===== src/rtl/irq_arbiter.sv =====
// irq_arbiter: interrupt arbiter/sequencer for the 5-stage MIPS pipeline.
//   Per-source edge detection feeds a pending register. The lowest-index
//   pending and unmasked source is requested on the decoder IRQ input, but
//   only when it is safe to do so. The request is then held until the core
//   acknowledges it, and the service window is tracked until eret.
// Ports:
//   clk, reset (async, active low)
//   src_irq[NSRC]   raw level requests; each 0->1 edge is an event
//   pc31, ctl_flow, stall   ID-stage safety qualifiers
//   irq_ack, eret   core handshake
//   irq, in_service status toward the core
//   mem_addr/mem_wdata/mem_we/mem_re/rdata   MEM-stage register bus
//     (IMASK @BASE, IPEND @BASE+4, ICAUSE @BASE+8)

// One source lane: edge detector plus pending bit.
module irq_arbiter_lane (
  input  logic clk,
  input  logic reset,
  input  logic primed,   // low on the first cycle after reset
  input  logic srcIrq,
  input  logic clr,      // W1C or ack clear
  output logic pend
);
  logic srcQ;
  logic ev;

  // Suppress events until srcQ has sampled the line once after reset.
  // Otherwise a line that is already high when reset is released would look
  // like a new edge.
  assign ev = primed & srcIrq & ~srcQ;

  always_ff @(posedge clk or negedge reset) begin
    if (!reset) begin
      srcQ <= 1'b0;
      pend <= 1'b0;
    end else begin
      srcQ <= srcIrq;
      if (ev)       pend <= 1'b1;   // a new event beats any clear
      else if (clr) pend <= 1'b0;
    end
  end
endmodule

module irq_arbiter #(
  parameter int          NSRC = 4,
  parameter logic [31:0] BASE = 32'h4000_0030
) (
  input  logic            clk,
  input  logic            reset,
  input  logic [NSRC-1:0] src_irq,
  input  logic            pc31,
  input  logic            ctl_flow,
  input  logic            stall,
  input  logic            irq_ack,
  input  logic            eret,
  output logic            irq,
  output logic            in_service,
  input  logic [31:0]     mem_addr,
  input  logic [31:0]     mem_wdata,
  input  logic            mem_we,
  input  logic            mem_re,
  output logic [31:0]     rdata
);
  typedef enum logic [1:0] {IDLE, REQ, SERVE} state_t;

  state_t          state, nextState;
  logic [NSRC-1:0] imask, ipend, eligible, w1c, ackClr;
  logic            causeVld;
  logic [2:0]      causeIdx, winner;
  logic            primed;
  logic            hitMask, hitPend, hitCause, takeIrq;
  logic            unusedBits;

  assign unusedBits = ^{mem_addr[1:0], mem_wdata};

  assign hitMask  = mem_addr[31:2] == BASE[31:2];
  assign hitPend  = mem_addr[31:2] == BASE[31:2] + 30'd1;
  assign hitCause = mem_addr[31:2] == BASE[31:2] + 30'd2;

  assign eligible = ipend & imask;
  assign w1c      = (mem_we && hitPend) ? mem_wdata[NSRC-1:0] : '0;

  // Lowest set index wins.
  always_comb begin
    winner = 3'd0;
    for (int i = NSRC - 1; i >= 0; i--)
      if (eligible[i]) winner = 3'(i);
  end

  always_comb begin
    for (int i = 0; i < NSRC; i++)
      ackClr[i] = (state == REQ) && irq_ack && (causeIdx == 3'(i));
  end

  genvar g;
  generate
    for (g = 0; g < NSRC; g++) begin : gLane
      irq_arbiter_lane uLane (
        .clk    (clk),
        .reset  (reset),
        .primed (primed),
        .srcIrq (src_irq[g]),
        .clr    (w1c[g] | ackClr[g]),
        .pend   (ipend[g])
      );
    end
  endgenerate

  // A branch or jump in ID would corrupt the saved PC, so delivery also
  // waits for a non-control-flow, non-kernel, unstalled ID instruction.
  assign takeIrq = (eligible != '0) && !pc31 && !ctl_flow && !stall;

  always_comb begin
    nextState = state;
    case (state)
      IDLE:    if (takeIrq) nextState = REQ;
      REQ:     if (irq_ack) nextState = SERVE;
      SERVE:   if (eret)    nextState = IDLE;
      default: nextState = IDLE;
    endcase
  end

  assign irq        = state == REQ;
  assign in_service = state == SERVE;

  always_ff @(posedge clk or negedge reset) begin
    if (!reset) begin
      state    <= IDLE;
      imask    <= '0;
      causeVld <= 1'b0;
      causeIdx <= 3'd0;
      primed   <= 1'b0;
    end else begin
      state  <= nextState;
      primed <= 1'b1;
      // The IDLE decision this cycle still sees the old mask.
      if (mem_we && hitMask) imask <= mem_wdata[NSRC-1:0];
      if (state == IDLE && takeIrq) begin
        causeVld <= 1'b1;
        causeIdx <= winner;
      end else if (state == SERVE && eret) begin
        causeVld <= 1'b0;   // index is kept for debug
      end
    end
  end

  always_comb begin
    rdata = '0;
    if (mem_re) begin
      if (hitMask)       rdata = 32'(imask);
      else if (hitPend)  rdata = 32'(ipend);
      else if (hitCause) rdata = {causeVld, 28'b0, causeIdx};
    end
  end
endmodule


===== config.mk =====
export PLATFORM = sky130hd
export DESIGN_NAME = irq_arbiter
export DESIGN_NICKNAME = d
export VERILOG_FILES = /design/src/rtl/irq_arbiter.sv
export SDC_FILE = /design/constraint.sdc
export NUM_CORES = 1
export LEC_CHECK = 0
export BUFFER_PORTS_ARGS = -buffer_cell sky130_fd_sc_hd__buf_2
export CAP_MARGIN = 0
export CORE_MARGIN = 2
export CORE_UTILIZATION = 38
export DETAILED_ROUTE_END_ITERATION = 12
export PLACE_DENSITY = 0.89
export SLEW_MARGIN = 20
export SYNTH_ARGS = -nofsm -noshare
export SYNTH_HDL_FRONTEND = slang
export SYNTH_SLANG_ARGS = --single-unit

===== constraint.sdc =====
create_clock -name clk -period 2.2 [get_ports clk]
set_clock_uncertainty 0.15 [all_clocks]
set_input_delay 0.22 -clock clk [delete_from_list [all_inputs] [get_ports clk]]
set_output_delay 0.22 -clock clk [all_outputs]
set_load 0.005 [all_outputs]

==> summary.md, run 1 <==
| Metric | Value |
|---|---|
| Status | `completed` |
| R2R Setup Slk | `260 ps` |
| CTS Sinks | `18` |
| Die width | `between 60 and 70 um` |
| Most frequent cells in the layout | `buf_2 (53), conb_1 (28), dfrtp_1 (18), nand2_1 (11), o21ai_0 (7)` |
| Commonest non-fill, non-tap cell in the layout | `buf_2` |
| Dpl hpwl | `2.19 mm` |
| CP endpoint kind | `output pin` |
| Slowest stage delay, CP | `approximately 430 ps` |
| Layout net count | `between 200 and 300` |
| # diodes | `0` |
| Setup TNS | `0 ps` |
| Slowest cell on crit path | `or3_4` |
| Core footprint | `between 0.003 and 0.004 mm2` |
| Synth Area in XOR/XNOR | `0%` |
| Number of synthesis warnings | `0` |
| Pint | `a little under 500 uW` |
| Comb pwr share | `between 10% and 20%` |
| PD cells | `about 400 mW/mm2` |
| Register area share after synthesis | `between 30% and 40%` |
| Sequential Power Share | `between 50% and 60%` |
| FF+latch count, synth | `18` |
| Die Y | `62.0 um` |
| Post-layout min period | `2060 ps` |
| CP Buf/Inv Count | `2` |
| Cell area after synthesis | `between 0.001 and 0.0015 mm2` |
| Initial antenna violation count | `0` |
| EDFF count, synth | `0` |
| Root Buffer | `clkbuf_4` |
| HP Class | `primary input to flip-flop` |
| Vias | `around 1100` |
| Mux share of post-synthesis cell area | `4.40%` |
| Simple-gate portion of the synthesized area | `between 30% and 40%` |
| CP max FO | `3` |
| Worst EP arrival | `1690 ps` |
| DRC Markers | `0` |
| Endpoints failing hold | `0` |
| Net Sw Frac | `24.3%` |
| Clk buf depth | `2` |
| Worst Path Required | `1830 ps` |
| Post-DR wirelength/cell | `approximately 11 um` |
| Pin count of the biggest net entering global routing | `19` |
| Share of cells above drive strength 1 | `40.2%` |
| Psw | `between 150 and 200 uW` |
| All-Layer GR Usage | `between 10% and 20%` |
| Static Leak | `0.000820 uW` |
| Vias in the first global route | `slightly below 1000` |
| Initial detailed-routing violation count | `23` |
| Worst skew pair latency | `290 ps` |
| Crit path top cell by count | `buf_2` |
| CTS tree | `built` |
| Synth Area in Compound Gates | `approximately an eighth` |
| Reg2reg path depth | `3` |
| Total grt overflow | `0` |
| H-tree depth reported by CTS | `1` |
| Worst hold path cell count | `2` |
| Post-synthesis async set-or-reset flop share | `100%` |
| CTS clock-pin slew for the worst setup and hold paths | `about 100 ps` |
| Post-route ant nets | `0` |
| PortBufs | `53` |
| CP Depth | `6` |
| Cell row count | `21` |
| TritonCTS buffer count | `3` |
| Max Slew Vio Count | `0` |
| RSZ-0062 raised after global routing | `no` |
| Crit-path leading delay family | `simple AND/OR/NAND/NOR gates` |
| Adder-cell share of the synthesized area | `0%` |
| Predominant post-synthesis flop cell | `dfrtp_1` |
| Starting Density | `38.9%` |
| Worst VDD drop | `0.294 mV` |
| Detailed-router iteration count before antenna repair | `4` |
| Gpl congestion | `~0.84` |
| Crit Path Category | `primary input to output pin` |
| Post-synth cell types | `42` |
| Clock Power Share | `31.0%` |
| DIE AREA | `0.00385 mm2` |
| First-pass GRT wire length | `just under 4 mm` |
| Period utilization | `a little over nine tenths` |
| Final hold slack | `23.6 ps` |
| Drt via density | `between 4 and 5` |
| Fin util | `49.6%` |
| Cells after Synth | `roughly 120` |
| Final WL | `around 2.6 mm` |
| Top Ports | `111` |
| P&R area growth vs syn | `27.5%` |
| Avg Inst Size Synth | `10.3 um2` |
| Crit-path cells | `buf_2 -> nor4_4 -> nand4_1 -> or3_4 -> nor4b_2 -> buf_2` |
| MaxCap Viol Count | `0` |
| Main combinational cell family by area after synthesis | `simple AND/OR/NAND/NOR gates` |
| Fmax | `around 0.48 GHz` |
| Startpoint Class | `primary input` |
| Final setup vio count | `0` |
==> per-stage QoR <==
step           area [um2]  instances  worst slack (ps)  total power, uW
6_report             1630        235               138              646
5_1_grt              1630        235             0.588              688
4_1_cts              1600        233              61.0              647
3_5_place_dp         1510        224              58.4              441
3_3_place_gp         1510        224              61.1              438
2_1_floorplan        1380        150               388              411
==> cells by family after synthesis <==
group	after synthesis
AO/OA/AOI/OAI	22
buffers and inverters	29
flip-flops	18
multiplexers	5
other	2
AND/OR/NAND/NOR	48
==> path summary, 6_finish.rpt <==
kind,start,to
setup / recovery,mem_addr[19],rdata[0]
hold reg to reg,causeVld$_DFFE_PN0P_,causeVld$_DFFE_PN0P_
hold / removal,mem_wdata[2],imask[2]$_DFFE_PN0P_
setup reg to reg,state[0]$_DFFE_PN0P_,causeIdx[0]$_DFFE_PN0P_
max in group asynchronous,reset,primed$_DFF_PN0_
min in group asynchronous,reset,causeVld$_DFFE_PN0P_
==> layer usage <==
| layer | global-route usage [%] | vias up | part of all wire, % |
|---|---|---|---|
| met1 | 16.3 | 504 | 42 |
| met2 | 24.4 | 44 | 50 |
| li1 | - | 532 | - |
| met5 | 0 | - | 0 |
| met3 | 2.48 | 2 | 7.4 |
| met4 | 4.56 | 0 | 0.39 |
==> worst register-to-register path: cells and delay by family, from the launching register on <==
family,cells,cell delay [ps]
multiplexers,1,380
AND/OR/NAND/NOR,2,880
flip-flops,1,420
==> power groups by stage <==
stage                     clock network [uW]  registers (uW)  logic [uW]
after floorplan                            0             346        65.4
after global placement                     0             346        92.1
after detailed placement                   0             347        94.4
after CTS                                205             340         101
after global routing                     225             341         122
final                                    200             340         106
==> Yosys cell counts (all sizes together), types with 3 or more instances <==
library cell,instances,area share (%)
buf,27,16
dfrtp,18,35
nand2,12,4.1
o21ai,7,2.7
nor4,6,7.4
mux2,5,4.4
nor2,5,1.5
o22a,4,2.7
a22oi,3,1.8
nor2b,3,1.5
nor3,3,2.4
==> repair_timing <==
action                                 CTS  global route
resized for setup                        0             2
hold buffers                             5             0
endpoints found under the hold margin   22             0
setup endpoints to repair                0             2
setup buffers                            0             2
==> registers in the layout (all words and copies together), names as in the netlist <==
signal            cells
causeIdx              2
causeVld              1
primed                1
gLane.uLane.srcQ      4
imask                 4
state                 2
gLane.uLane.pend      4
==> final cells by class <==
| class | count | area, um2 |
|---|---|---|
| flip-flops and latches | 18 | 450 |
| multi-input cells | 103 | 733 |
| inverters | 2 | 7.51 |
| repair buffers | 62 | 345 |
| clock buffers | 4 | 36.3 |
| well taps | 46 | 57.6 |
| fillers | 318 | 1650 |
(Power assumes the default switching activity.)
==> run 2: changes to the inputs <==
- clock period: 2.2 -> 2.3 ns (I/O delays scaled with it)
==> summary.md, run 2 (synthesized netlist as in run 1, its figures left out) <==
| Metric | Value |
|---|---|
| Top Ports | `about 110` |
| Post_cts resized | `0` |
| Startpoint Class | `primary input` |
| CTS Sinks | `18` |
| Initial detailed-routing violation count | `35` |
| Vias | `roughly 1100` |
| Share of cells above drive strength 1 | `approximately 39%` |
| Total grt overflow | `0` |
| Worst r2r src | `state[0]$_DFFE_PN0P_` |
| Relative max-transition margin | `~58%` |
| Crit path top cell by count | `buf_2` |
| All-Layer GR Usage | `approximately 14%` |
| Most frequent cells in the layout | `buf_2 (53), conb_1 (28), dfrtp_1 (18), nand2_1 (11), o21ai_0 (7)` |
| Post-route ant nets | `0` |
| Post-layout min period | `~2200 ps` |
| CTS clock-pin slew for the worst setup and hold paths | `roughly 100 ps` |
| P&R area growth vs syn | `23.8%` |
| Crit-path leading delay family | `simple AND/OR/NAND/NOR gates` |
| CP Buf/Inv Count | `2` |
| Setup TNS | `0 ps` |
| Worst skew pair latency | `around 280 ps` |
| DIE AREA | `approximately 0.0038 mm2` |
| Die width | `~62 um` |
| TritonCTS buffer count | `3` |
| # diodes | `0` |
| CTS tree | `built` |
| MaxCap Viol Count | `0` |
| Final WL | `2.69 mm` |
| Critical R2R Capture | `causeIdx[0]$_DFFE_PN0P_` |
| Die Y | `62.0 um` |
| PD cells | `386 mW/mm2` |
| Worst hold path cell count | `2` |
| Hold Path Origin | `mem_wdata[2]` |
| Crit-path cells | `buf_2 -> nor4_2 -> nand4_1 -> or3_4 -> nor4b_2 -> buf_2` |
| Clk buf depth | `2` |
| Status | `completed` |
| Post-route worst setup slack | `144 ps` |
| Placed insts | `about 220` |
| Layout net count | `approximately 260` |
| Starting Density | `approximately 39%` |
| Fin util | `between 40 and 50%` |
| Endpoints failing hold | `0` |
| Static Leak | `0.000795 uW` |
| Worst-margin pin slew | `622 ps` |
| Slowest cell on crit path | `or3_4` |
| RSZ-0062 raised after global routing | `no` |
| Hold worst-path end | `imask[2]$_DFFE_PN0P_` |
| CP max FO | `3` |
| Drt via density | `4.66` |
| Core footprint | `between 0.003 and 0.004 mm2` |
| Max Slew Vio Count | `0` |
| Root Buffer | `clkbuf_4` |
| Worst EP arrival | `roughly 1800 ps` |
| R2R Setup Slk | `roughly 360 ps` |
| Pin count of the biggest net entering global routing | `19` |
| Dpl hpwl | `around 2.3 mm` |
| Period utilization | `93.8%` |
| Worst VDD drop | `about 0.34 mV` |
| # fillers | `337` |
| CP endpoint kind | `output pin` |
| Pre-CTS WS | `around 130 ps` |
| Fin cells | `between 200 and 250` |
| Final setup vio count | `0` |
| Slowest stage delay, CP | `460 ps` |
| Worst Path Required | `roughly 1900 ps` |
| Fmax | `roughly 0.46 GHz` |
| Reg2reg path depth | `3` |
| Final hold slack | `31.7 ps` |
| Post-DR wirelength/cell | `~12 um` |
| H-tree depth reported by CTS | `1` |
| Vias in the first global route | `956` |
| Gpl congestion | `between 0.8 and 0.9` |
| DRC Markers | `0` |
| Biggest regs | `gLane.uLane.pend: 4 flops, gLane.uLane.srcQ: 4 flops, imask: 4 flops` |
| First-pass GRT wire length | `3.90 mm` |
| HP Class | `primary input to flip-flop` |
| Detailed-router iteration count before antenna repair | `4` |
| Crit Path Category | `primary input to output pin` |
| Cell row count | `21` |
| PortBufs | `53` |
| Commonest non-fill, non-tap cell in the layout | `buf_2` |
| Initial antenna violation count | `0` |
-- run 2: changes by cell type in the layout (fill, tap and decap cells not counted) --
cell / delta
buf_4: -4
nor4_2: +2
nor4_4: -2
-- run 2: worst max-delay path by stage --
stage,start,slack (ps),cells after the start,to
CTS,mem_addr[19],130,6,rdata[0]
global route,mem_addr[22],2,6,rdata[0]
global placement,mem_addr[22],140,6,rdata[1]
floorplan,state[0]$_DFFE_PN0P_,490,3,causeIdx[0]$_DFFE_PN0P_
finish,mem_addr[19],140,6,rdata[0]
detailed placement,mem_addr[19],130,6,rdata[0]
-- run 2: through the flow --
stage | cell area, um2 | total power [uW]
2_1_floorplan | 1380 | 393
5_1_grt | 1580 | 648
3_5_place_dp | 1500 | 422
6_report | 1580 | 610
3_3_place_gp | 1500 | 419
4_1_cts | 1580 | 616
-- run 2: layout make-up --
type / instances / area [um2] / share of cell area (%)
well taps: 46 / 57.6 / 3.64
flip-flops and latches: 18 / 450 / 28.5
clock buffers: 4 / 36.3 / 2.29
repair buffers: 58 / 315 / 19.9
multi-input cells: 103 / 716 / 45.2
inverters: 2 / 7.51 / 0.474
-- run 2: power by group --
| group | switching (uW) | internal [uW] | leakage [uW] |
|---|---|---|---|
| clock | 92.5 | 96.2 | 0.0000210 |
| combinational | 49.4 | 46.8 | 0.000556 |
| sequential | 3.24 | 322 | 0.000218 |
| total | 145 | 465 | 0.000795 |
-- run 2: layer usage --
layer	global-route usage [%]	wire length (um)
met1	17.2	1090
met2	24.0	1360
met3	2.69	220
met4	3.95	12
met5	0	0
-- run 2: repair_timing --
item | 4_1_cts | 5_1_grt
setup buffers | 0 | 0
hold buffers | 5 | 0
hold endpoints to repair | 22 | 0
==> run 3: changes to the inputs <==
==> constraint.sdc (replaced) <==
create_clock -name clk -period 2.3 [get_ports clk]
set_clock_uncertainty 0.15 [all_clocks]
set_input_delay 0.115 -clock clk [delete_from_list [all_inputs] [get_ports clk]]
set_output_delay 0.115 -clock clk [all_outputs]
set_load 0.005 [all_outputs]
==> summary.md, run 3 (synthesized netlist as in run 1, its figures left out) <==
| Metric | Value |
|---|---|
| Hold Path Origin | `stall` |
| Max Slew Vio Count | `0` |
| Worst EP arrival | `between 1500 and 2000 ps` |
| Most frequent cells in the layout | `buf_2 (53), conb_1 (28), dfrtp_1 (18), nand2_1 (11), dlygate4sd3_1 (11)` |
| Relative max-transition margin | `approximately three fifths` |
| PD cells | `~380 mW/mm2` |
| Post-layout min period | `roughly 1900 ps` |
| Root Buffer | `clkbuf_4` |
| Initial detailed-routing violation count | `30` |
| Worst Path Required | `2330 ps` |
| Pint | `between 400 and 500 uW` |
| Startpoint Class | `flip-flop` |
| Slowest stage delay, CP | `approximately 580 ps` |
| Slowest cell on crit path | `or4_1` |
| Crit-path cells | `or4_1 -> nor3_2 -> mux2_2` |
| Crit Path Category | `flip-flop to flip-flop` |
| Clk buf depth | `2` |
| Fmax | `0.514 GHz` |
| Worst skew pair latency | `around 280 ps` |
| Vias | `1100` |
| Core footprint | `~0.0033 mm2` |
| Final setup vio count | `0` |
| TritonCTS buffer count | `3` |
| Critical R2R Capture | `causeIdx[0]$_DFFE_PN0P_` |
| Worst-margin pin slew | `624 ps` |
| Worst hold path cell count | `3` |
| Setup TNS | `0 ps` |
| Pin count of the biggest net entering global routing | `19` |
| P&R area growth vs syn | `28.5%` |
| Vias in the first global route | `slightly below 1000` |
| Dpl hpwl | `about 2.3 mm` |
| First-pass GRT wire length | `4.02 mm` |
| DIE AREA | `slightly below 0.004 mm2` |
| CTS clock-pin slew for the worst setup and hold paths | `roughly 100 ps` |
| Die width | `between 60 and 70 um` |
| Final hold slack | `a little over 70 ps` |
| Static Leak | `between 0.0008 and 0.0009 uW` |
| Layout net count | `269` |
| Drt via density | `between 4 and 5` |
| Biggest regs | `gLane.uLane.pend: 4 flops, gLane.uLane.srcQ: 4 flops, imask: 4 flops` |
| Cell row count | `21` |
| Die Y | `approximately 62 um` |
| Starting Density | `about two fifths` |
| CP max FO | `5` |
| Worst VDD drop | `around 0.33 mV` |
| All-Layer GR Usage | `between 10% and 20%` |
| Gpl congestion | `just over 0.8` |
| Top Ports | `111` |
| Comb pwr share | `around 17%` |
| Clock Power Share | `between 30% and 40%` |
| PortBufs | `53` |
| CTS tree | `built` |
| Reg2reg path depth | `3` |
| Net Sw Frac | `between 20% and 30%` |
| R2R Setup Slk | `~350 ps` |
| Hold worst-path end | `causeIdx[1]$_DFFE_PN0P_` |
| CP endpoint kind | `flip-flop` |
| DRC Markers | `0` |
| Share of cells above drive strength 1 | `37.7%` |
| Commonest non-fill, non-tap cell in the layout | `buf_2` |
| Final WL | `about 2.7 mm` |
| RSZ-0062 raised after global routing | `no` |
| H-tree depth reported by CTS | `1` |
| # diodes | `0` |
| Worst r2r src | `state[0]$_DFFE_PN0P_` |
| Post-route ant nets | `0` |
| Psw | `146 uW` |
| Total grt overflow | `0` |
| Detailed-router iteration count before antenna repair | `4` |
| Period utilization | `between 80% and 90%` |
| Post-DR wirelength/cell | `~12 um` |
| HP Class | `primary input to flip-flop` |
| MaxCap Viol Count | `0` |
| Sequential Power Share | `roughly 53%` |
| Initial antenna violation count | `0` |
| Endpoints failing hold | `0` |
| CTS Sinks | `18` |
| Status | `completed` |
[run 3: changes by cell type in the layout (fill, tap and decap cells not counted), sizes merged]
cell	before	now
dlygate4sd3	5	11
[run 3: critical path, delay by kind of cell, from the launching register on]
kind             cells  cell delay [ps]
muxes                1              370
DFF                  1              430
and+or+nand+nor      2              890
[run 3: worst max path at each step]
stage          slack (ps)  depth (start not counted)                 endpoint            startpoint
2_1_floorplan         490                          3  causeIdx[0]$_DFFE_PN0P_  state[0]$_DFFE_PN0P_
3_3_place_gp          370                          3  causeIdx[0]$_DFFE_PN0P_  state[0]$_DFFE_PN0P_
3_5_place_dp          360                          6                 rdata[0]          mem_addr[19]
4_1_cts               350                          3  causeIdx[0]$_DFFE_PN0P_  state[0]$_DFFE_PN0P_
5_1_grt               230                          6                 rdata[0]          mem_addr[22]
6_report              350                          3  causeIdx[0]$_DFFE_PN0P_  state[0]$_DFFE_PN0P_
[run 3: routing by layer]
layer | part of all wire [%] | vias to the layer above | GRT usage, %
li1 | - | 536 | -
met1 | 40 | 514 | 17.7
met2 | 51 | 48 | 24.9
met3 | 8.2 | 2 | 2.28
met4 | 0.44 | 0 | 3.95
met5 | 0 | - | 0
[run 3: repair_timing]
action / CTS / global route
hold endpoints to repair: 33 / 0
hold buffers: 11 / 0
setup buffers: 0 / 0
resized for setup: 0 / 0
setup endpoints to repair: 0 / 0
[run 3: metrics by stage]
step / area (um2) / setup slack, ps / instances / power, uW / util, %
after floorplan: 1380 / 488 / 150 / 393 / -
after detailed placement: 1500 / 360 / 222 / 422 / 45.6
after global placement: 1500 / 371 / 222 / 419 / 45.6
final: 1640 / 353 / 237 / 617 / 50.0
after global routing: 1640 / 232 / 237 / 655 / 50.0
after CTS: 1640 / 353 / 237 / 624 / 50.0
[run 3: power by group through the flow]
stage                     registers [uW]  logic (uW)  clock network, uW
after global placement               331        87.4                  0
after global routing                 326         120                209
after detailed placement             332        89.9                  0
final                                325         104                188
after CTS                            325         104                194
after floorplan                      331        62.6                  0
[run 3: final cells by class]
class	count	area (um2)
Multi-Input combinational cell	103	716
Fill cell	327	1640
Inverter	2	7.51
Clock buffer	4	36.3
Timing Repair Buffer	64	375
Tap cell	46	57.6
Sequential cell	18	450
